**src/rtl/pong_match_ctrl.sv**
```systemverilog
// rtl/pong_match_ctrl.sv - ping-pong match sequencer: game FSM, scores, win decision
// Gates the ball engine (run/restart/serve direction) and consumes per-point pulses.
module pong_match_ctrl #(
  parameter int WIN_SCORE   = 9,
  parameter int SERVE_DELAY = 60,
  parameter int OVER_HOLD   = 300
) (
  input  logic       slowclock,
  input  logic       reset,
  input  logic       start_btn,
  input  logic       pause_btn,
  input  logic       point_p1,
  input  logic       point_p2,
  output logic       ball_run,
  output logic       ball_restart,
  output logic       serve_dir,
  output logic [3:0] score1,
  output logic [3:0] score2,
  output logic [1:0] winner,
  output logic [2:0] state
);

  typedef enum logic [2:0] {
    S_IDLE  = 3'd0,
    S_SERVE = 3'd1,
    S_PLAY  = 3'd2,
    S_PAUSE = 3'd3,
    S_OVER  = 3'd4
  } state_t;

  localparam int MAX_CNT = (SERVE_DELAY > OVER_HOLD) ? SERVE_DELAY : OVER_HOLD;
  localparam int CW      = $clog2(MAX_CNT + 1);
  localparam logic [3:0]    WIN      = 4'(WIN_SCORE);
  localparam logic [CW-1:0] SERVE_LAST = CW'(SERVE_DELAY - 1);
  localparam logic [CW-1:0] OVER_LAST  = CW'(OVER_HOLD - 1);

  state_t        r_state, w_next;
  logic [CW-1:0] r_cnt;
  logic          r_start_q, r_pause_q;
  logic          r_ball_run, r_ball_restart, r_serve_dir;
  logic [3:0]    r_score1, r_score2;
  logic [1:0]    r_winner;

  logic          w_start_rise, w_pause_rise, w_p1_only, w_p2_only, w_both;
  logic [3:0]    w_s1_inc, w_s2_inc;

  assign w_start_rise = start_btn & ~r_start_q;
  assign w_pause_rise = pause_btn & ~r_pause_q;
  assign w_p1_only    = point_p1 & ~point_p2;
  assign w_p2_only    = point_p2 & ~point_p1;
  assign w_both       = point_p1 & point_p2;
  // Saturating increments; reaching WIN ends the match so wrap cannot happen.
  assign w_s1_inc     = (r_score1 < WIN) ? r_score1 + 4'd1 : r_score1;
  assign w_s2_inc     = (r_score2 < WIN) ? r_score2 + 4'd1 : r_score2;

  always_comb begin
    w_next = r_state;
    case (r_state)
      S_IDLE:  if (w_start_rise) w_next = S_SERVE;
      S_SERVE: if (r_cnt == SERVE_LAST) w_next = S_PLAY;
      S_PLAY: begin
        if (w_both)            w_next = S_SERVE;
        else if (w_p1_only)    w_next = (w_s1_inc == WIN) ? S_OVER : S_SERVE;
        else if (w_p2_only)    w_next = (w_s2_inc == WIN) ? S_OVER : S_SERVE;
        else if (w_pause_rise) w_next = S_PAUSE;
      end
      S_PAUSE: if (w_pause_rise) w_next = S_PLAY;
      S_OVER:  if (r_cnt == OVER_LAST) w_next = S_IDLE;
      default: w_next = S_IDLE;
    endcase
  end

  always_ff @(posedge slowclock) begin
    if (reset) begin
      r_state <= S_IDLE;
    end else begin
      r_state <= w_next;
    end
  end

  // Outputs are derived from the next state so they line up with the new state.
  always_ff @(posedge slowclock) begin
    if (reset) begin
      r_cnt          <= '0;
      r_start_q      <= 1'b0;
      r_pause_q      <= 1'b0;
      r_ball_run     <= 1'b0;
      r_ball_restart <= 1'b0;
      r_serve_dir    <= 1'b0;
      r_score1       <= 4'd0;
      r_score2       <= 4'd0;
      r_winner       <= 2'b00;
    end else begin
      r_start_q      <= start_btn;
      r_pause_q      <= pause_btn;
      r_ball_run     <= (w_next == S_PLAY);
      r_ball_restart <= (w_next == S_SERVE) && (r_state != S_SERVE);
      if (w_next != r_state) begin
        r_cnt <= '0;
      end else if (r_state == S_SERVE || r_state == S_OVER) begin
        r_cnt <= r_cnt + CW'(1);
      end
      if (r_state == S_IDLE && w_start_rise) begin
        r_score1    <= 4'd0;
        r_score2    <= 4'd0;
        r_winner    <= 2'b00;
        r_serve_dir <= 1'b0;
      end else if (r_state == S_PLAY && w_p1_only) begin
        r_score1    <= w_s1_inc;
        r_serve_dir <= 1'b0;
        if (w_s1_inc == WIN) r_winner <= 2'b01;
      end else if (r_state == S_PLAY && w_p2_only) begin
        r_score2    <= w_s2_inc;
        r_serve_dir <= 1'b1;
        if (w_s2_inc == WIN) r_winner <= 2'b10;
      end
    end
  end

  assign ball_run     = r_ball_run;
  assign ball_restart = r_ball_restart;
  assign serve_dir    = r_serve_dir;
  assign score1       = r_score1;
  assign score2       = r_score2;
  assign winner       = r_winner;
  assign state        = r_state;

endmodule
```
**config.mk**
```make
export PLATFORM = sky130hd
export DESIGN_NAME = pong_match_ctrl
export DESIGN_NICKNAME = d
export VERILOG_FILES = /design/src/rtl/pong_match_ctrl.sv
export SDC_FILE = /design/constraint.sdc
export NUM_CORES = 1
export LEC_CHECK = 0
export ABC_AREA = 1
export CAP_MARGIN = 40
export CORE_ASPECT_RATIO = 0.8
export CORE_MARGIN = 8
export CORE_UTILIZATION = 53
export CTS_CLUSTER_DIAMETER = 150
export DETAILED_ROUTE_END_ITERATION = 8
export HOLD_SLACK_MARGIN = 0.02
export PLACE_DENSITY = 0.78
export SLEW_MARGIN = 20
export SYNTH_ARGS = -nofsm -noshare
export SYNTH_HDL_FRONTEND = slang
export SYNTH_SLANG_ARGS = --single-unit
```
**constraint.sdc**
```tcl
create_clock -name slowclock -period 2.4 [get_ports slowclock]
set_input_delay 0.48 -clock slowclock [delete_from_list [all_inputs] [get_ports slowclock]]
set_output_delay 0.48 -clock slowclock [all_outputs]
set_load 0.02 [all_outputs]
```
# Word-level counts from Yosys, hierarchy flattened

Index checks and enable logic that the tools add are counted.

Register bits: 27
Logic and storage cells: 68

Add/subtract/negate cells: 3
$lt $le $gt $ge: 2
Equality and inequality tests: 13
Mux-type cells: 17
Bitwise logic cells: 10
Reductions and logical operators: 13

Operators with widths:

| kind                | number |
|---|---|
| $mux 3              | 10 |
| $pmux 3 s5          | 1 |
| $add 9x1->9 const B | 1 |
| $eq 3x2->1 const B  | 3 |
| $eq 9x6->1 const B  | 1 |
| $eq 9x9->1 const B  | 1 |
| $add 4x1->4 const B | 2 |
| $eq 4x4->1 const B  | 2 |
| $lt 4x4->1 const B  | 2 |
| $mux 2              | 4 |
| $mux 4              | 2 |
| $eq 3x1->1 const B  | 2 |
| $and 1x1->1         | 5 |
| $not 1->1           | 5 |
| $logic_and 1x1->1   | 4 |
| $reduce_bool 2->1   | 2 |
| $reduce_or 2->1     | 2 |
| $eq 3x3->1 const B  | 1 |
| $logic_not 3->1     | 1 |
| $ne 3x1->1 const B  | 1 |
| $ne 3x3->1          | 1 |
| $reduce_and 3->1    | 1 |
| $reduce_or 3->1     | 1 |
| $ne 2x2->1 const B  | 1 |
| 2 further kinds     | 2 |

# Logic depth before layout (Yosys ltp)

Word-level depth: 10
Mapped depth: 15
Gate-level depth less buffers: 15

# Least setup slack after synthesis

No wires, ideal clock.

Path kind: register to register
Start point: reg r_score2[0] (netlist: score2[0])
End point: reg r_cnt[0]
Library setup time: 0.065 ns
Arrival: 1.832 ns
Slack: 0.503 ns
Cell stages (with the launch flop): 16
Buffers on the path: 0
Period minus slack after synthesis: 1.897 ns
Path through: dfxtp_1 inv_1 ha_1 nand2_4 nand2_4 nand2_2 nand2_1 nor2_2 nand2_1 nand2_1 nand3_1 nand2_2 nand2_2 nand2_1 nand3_4 nor2_2

Word-level cells in the longest chain between the ends: 10
Elaborated cells on any way between the ends: 11
Those cells by class: 1 x add/sub; 1 x order compare; 2 x eq/ne; 6 x mux; 1 x reduce/logical

RTL lines:

| what                                             | line | text |
|---|---|---|
| start, declared                                  | 41   | `logic [3:0] r_score1, r_score2;` |
| start signal, assigned                           | 113  | `r_score2 <= w_s2_inc;` |
| $add 4x1->4 / $lt 4x4->1 (equally long branches) | 54   | `assign w_s2_inc = (r_score2 < WIN) ? r_score2 + 4'd1 : r_score2;` |
| $mux 4 *                                         | 54   |  |
| $eq 4x4->1 *                                     | 64   | `else if (w_p2_only) w_next = (w_s2_inc == WIN) ? S_OVER : S_SERVE;` |
| $mux 3 * (2 in a row)                            | 64   |  |
| $mux 3 *                                         | 63   | `else if (w_p1_only) w_next = (w_s1_inc == WIN) ? S_OVER : S_SERVE;` |
| $mux 3 *                                         | 62   | `if (w_both) w_next = S_SERVE;` |
| $pmux 3 s5 *                                     | 58   | `case (r_state)` |
| $ne 3x3->1 *                                     | 98   | `if (w_next != r_state) begin` |
| $reduce_or 2->1 (no line) *                      | -    |  |
| end signal, assigned                             | 101  | `r_cnt <= r_cnt + CW'(1);` |
| end, declared                                    | 38   | `logic [CW-1:0] r_cnt;` |

Every way passes the cells marked *; elsewhere a longest branch is shown, timed or not.
A chain may end at the register's enable or synchronous reset.

# Final worst setup path

Start point: reg r_state[2] (netlist: state[2])
End point: out state[2]

RTL lines:

| what                   | line | text |
|---|---|---|
| start, declared        | 37   | `state_t r_state, w_next;` |
| start signal, assigned | 77   | `r_state <= w_next;` |
| end, declared          | 20   | `output logic [2:0] state` |

No word-level cell between the ends.

==> results.json <==
{
  "grt_pass1_vias": 1269,
  "gr-total-overflow": 0,
  "hold_viol": 0,
  "cts.clk_slew.worst_paths_ns": 0.15,
  "cts_buffer_depth": 2,
  "cts_resized": 0,
  "drive_gt1_share_pct": 19.9,
  "cts_tree": "built",
  "synth_seq_area_share_pct": 36.3,
  "avgSynthCellArea_um2": 7.48,
  "ys_async_sr_fraction_pct": 0,
  "slew_headroom_pct": 68.8,
  "critPathBufInv": 1,
  "finalCritPeriodShare_pct": 84.1,
  "syn_nets": 210,
  "initial_core_util_pct": 54.6,
  "hp-class": "flip-flop to flip-flop",
  "drtIter0Drc": 68,
  "synth-seq-cells": 27,
  "dieArea_um2": 4770,
  "worstPathArrival_ns": 1.54,
  "cp_data_required_time_ns": 1.92,
  "dp_hpwl_um": 2560,
  "cp_slowest_cell": "clkdlybuf4s50_1",
  "grt_max_degree": 17,
  "min_period_ns": 2.02,
  "cts_sinks": 27,
  "drc_errors": 0,
  "yosysTopAreaCell": "dfxtp_1",
  "path_class": "flip-flop to primary output",
  "die_x_um": 75.2,
  "routed_wl_um": 3200,
  "grt.total_usage_pct": 14.6,
  "vias_per_cell": 5.02,
  "ys_dominant_reg_cell": "dfxtp_1",
  "diodes": 0,
  "rows": 17,
  "crit_path_max_incr_delay_ns": 0.68,
  "post_drt_wl_per_cell_um": 12.1,
  "max_cap_violations": 0,
  "cts_root_buffer": "clkbuf_4",
  "path_cells": "clkdlybuf4s50_1",
  "place_congestion": 0.872,
  "finalSetupTns_ns": 0,
  "cts-buffers-inserted": 3,
  "synth_cell_type_count": 34,
  "syn2layout_area_growth_pct": 20.6,
  "synth_top_area_share_pct": 36.3,
  "max_freq_mhz": 496,
  "yosys_warnings": 0,
  "n_fill_cell": 244,
  "vias": 1325,
  "rsz0062_at_grt": "no",
  "synthCells": 199,
  "powerDensity_nw_per_um2": 419,
  "synth_edf_count": 0,
  "postCtsSetupRepairBufs": 0,
  "synth_area_leaders": "dfxtp_1 36%, nand2_1 6.8%, inv_1 6.1%, nor2_1 5.6%, nor2_2 5.0%",
  "vdd_drop_max_mv": 0.362,
  "coreArea_um2": 2720,
  "ant_nets": 0,
  "first_pass_iters": 4,
  "htree_levels": 1,
  "crit_fanout": 7,
  "r2r_setup_slack_ns": 0.38,
  "post-route-util_pct": 65.9,
  "end_kind": "primary output",
  "cellLeakagePower_nw": 0.717,
  "syn_area_um2": 1490,
  "fin_nets": 238,
  "worst_clock_skew_ns": 0.00177,
  "finalMaxSlewViolations": 0,
  "status": "finished clean",
  "grt_first_pass_wirelength_um": 5560,
  "worst_pin_slew_ns": 0.466,
  "hold_buffers": 0,
  "path_delay_family": "buffers and inverters",
  "antenna_found_initial": 0,
  "insertion_delay_ns": 0.33,
  "ios": 22,
  "setup_viol": 0,
  "dieHeight_um": 63.4,
  "startpoint_type": "flip-flop",
  "port-buffer-count": 21
}
==> Yosys cell counts, types with 2 or more instances <==
cell type,instances
ha_1,5
a31oi_1,2
nand2_2,10
nand4_1,3
inv_1,24
nor3_1,4
a21oi_1,6
inv_2,7
dfxtp_1,27
xor2_1,7
nand2_4,2
a211oi_1,3
o21ai_0,8
nor2_2,12
nor2_1,22
nand2_1,27
nand3_1,13
==> sequential cells by signal, summed over array words and instances (netlist names), 2 cells and up <==
| register | flops |
|---|---|
| score2 | 4 |
| r_cnt | 9 |
| state | 3 |
| winner | 2 |
| score1 | 4 |
==> worst paths after layout <==
kind / end / cells past startpoint / from
worst max-delay path: state[2] / 1 / state[2]
worst min register to register: winner[1] / 2 / winner[1]
worst max register to register: r_cnt[2] / 15 / score2[0]
worst min-delay path: winner[1] / 2 / winner[1]
==> area by class of cell <==
| type | instances | area (um2) | area share, % |
|---|---|---|---|
| Multi-Input combinational cell | 139 | 822 | 45.8 |
| Sequential cell | 27 | 541 | 30.1 |
| Timing Repair Buffer | 24 | 233 | 13.0 |
| Inverter | 32 | 121 | 6.76 |
| Tap cell | 38 | 47.5 | 2.65 |
| Clock buffer | 3 | 22.5 | 1.26 |
| Clock inverter | 1 | 7.51 | 0.418 |
==> logic make-up (layout without fill, tap and decap cells) <==
group | after synthesis | after routing | share of synthesized area [%]
compound gates | 23 | 23 | 8.92
xor+xnor | 8 | 8 | 4.71
fa+ha+maj | 5 | 5 | 4.21
buf+inv | 33 | 60 | 8.41
flops | 27 | 27 | 36.3
mux | 1 | 1 | 0.673
simple gates | 102 | 102 | 36.8
==> stage by stage <==
step / hold slack, ns / setup slack (ns) / power (mW) / instance area, um2 / std cells
6_report: 0.488 / 0.382 / 0.751 / 1790 / 264
3_5_place_dp: 0.470 / 0.212 / 0.555 / 1760 / 260
2_1_floorplan: 0.520 / 0.503 / 0.525 / 1490 / 199
5_1_grt: 0.508 / 0.111 / 0.779 / 1790 / 264
3_3_place_gp: 0.464 / 0.291 / 0.552 / 1760 / 260
4_1_cts: 0.493 / 0.367 / 0.752 / 1790 / 264
==> layout by cell type, fill, tap and decap left out, types with 2 or more instances in the layout <==
cell             netlist  final
buf_4                  0      3
xor2_1                 7      7
a21oi_1                6      6
a211oi_1               3      3
nand4_1                3      3
inv_2                  7      7
o21ai_0                8      8
nand2_1               27     27
nand3_1               13     13
clkdlybuf4s50_1        0     21
dfxtp_1               27     27
clkbuf_4               0      3
nand2_4                2      2
nor2_1                22     22
ha_1                   5      5
a31oi_1                2      2
inv_1                 24     24
nand2_2               10     10
nor3_1                 4      4
nor2_2                12     12
==> power by group <==
group	leakage, nW	internal (mW)	switching (mW)
logic	0.485	0.0333	0.0539
clock network	0.0139	0.0638	0.140
registers	0.219	0.455	0.00514
==> per-layer routing <==
metal | global-route usage [%] | share of wire (%) | wire length [um]
met1 | 17.3 | 45 | 1430
met2 | 24.2 | 47 | 1500
met3 | 5.06 | 7.5 | 241
met4 | 3.11 | 0.72 | 23
met5 | 0 | 0 | 0
No activity file was read; power rests on OpenSTA's default activity.
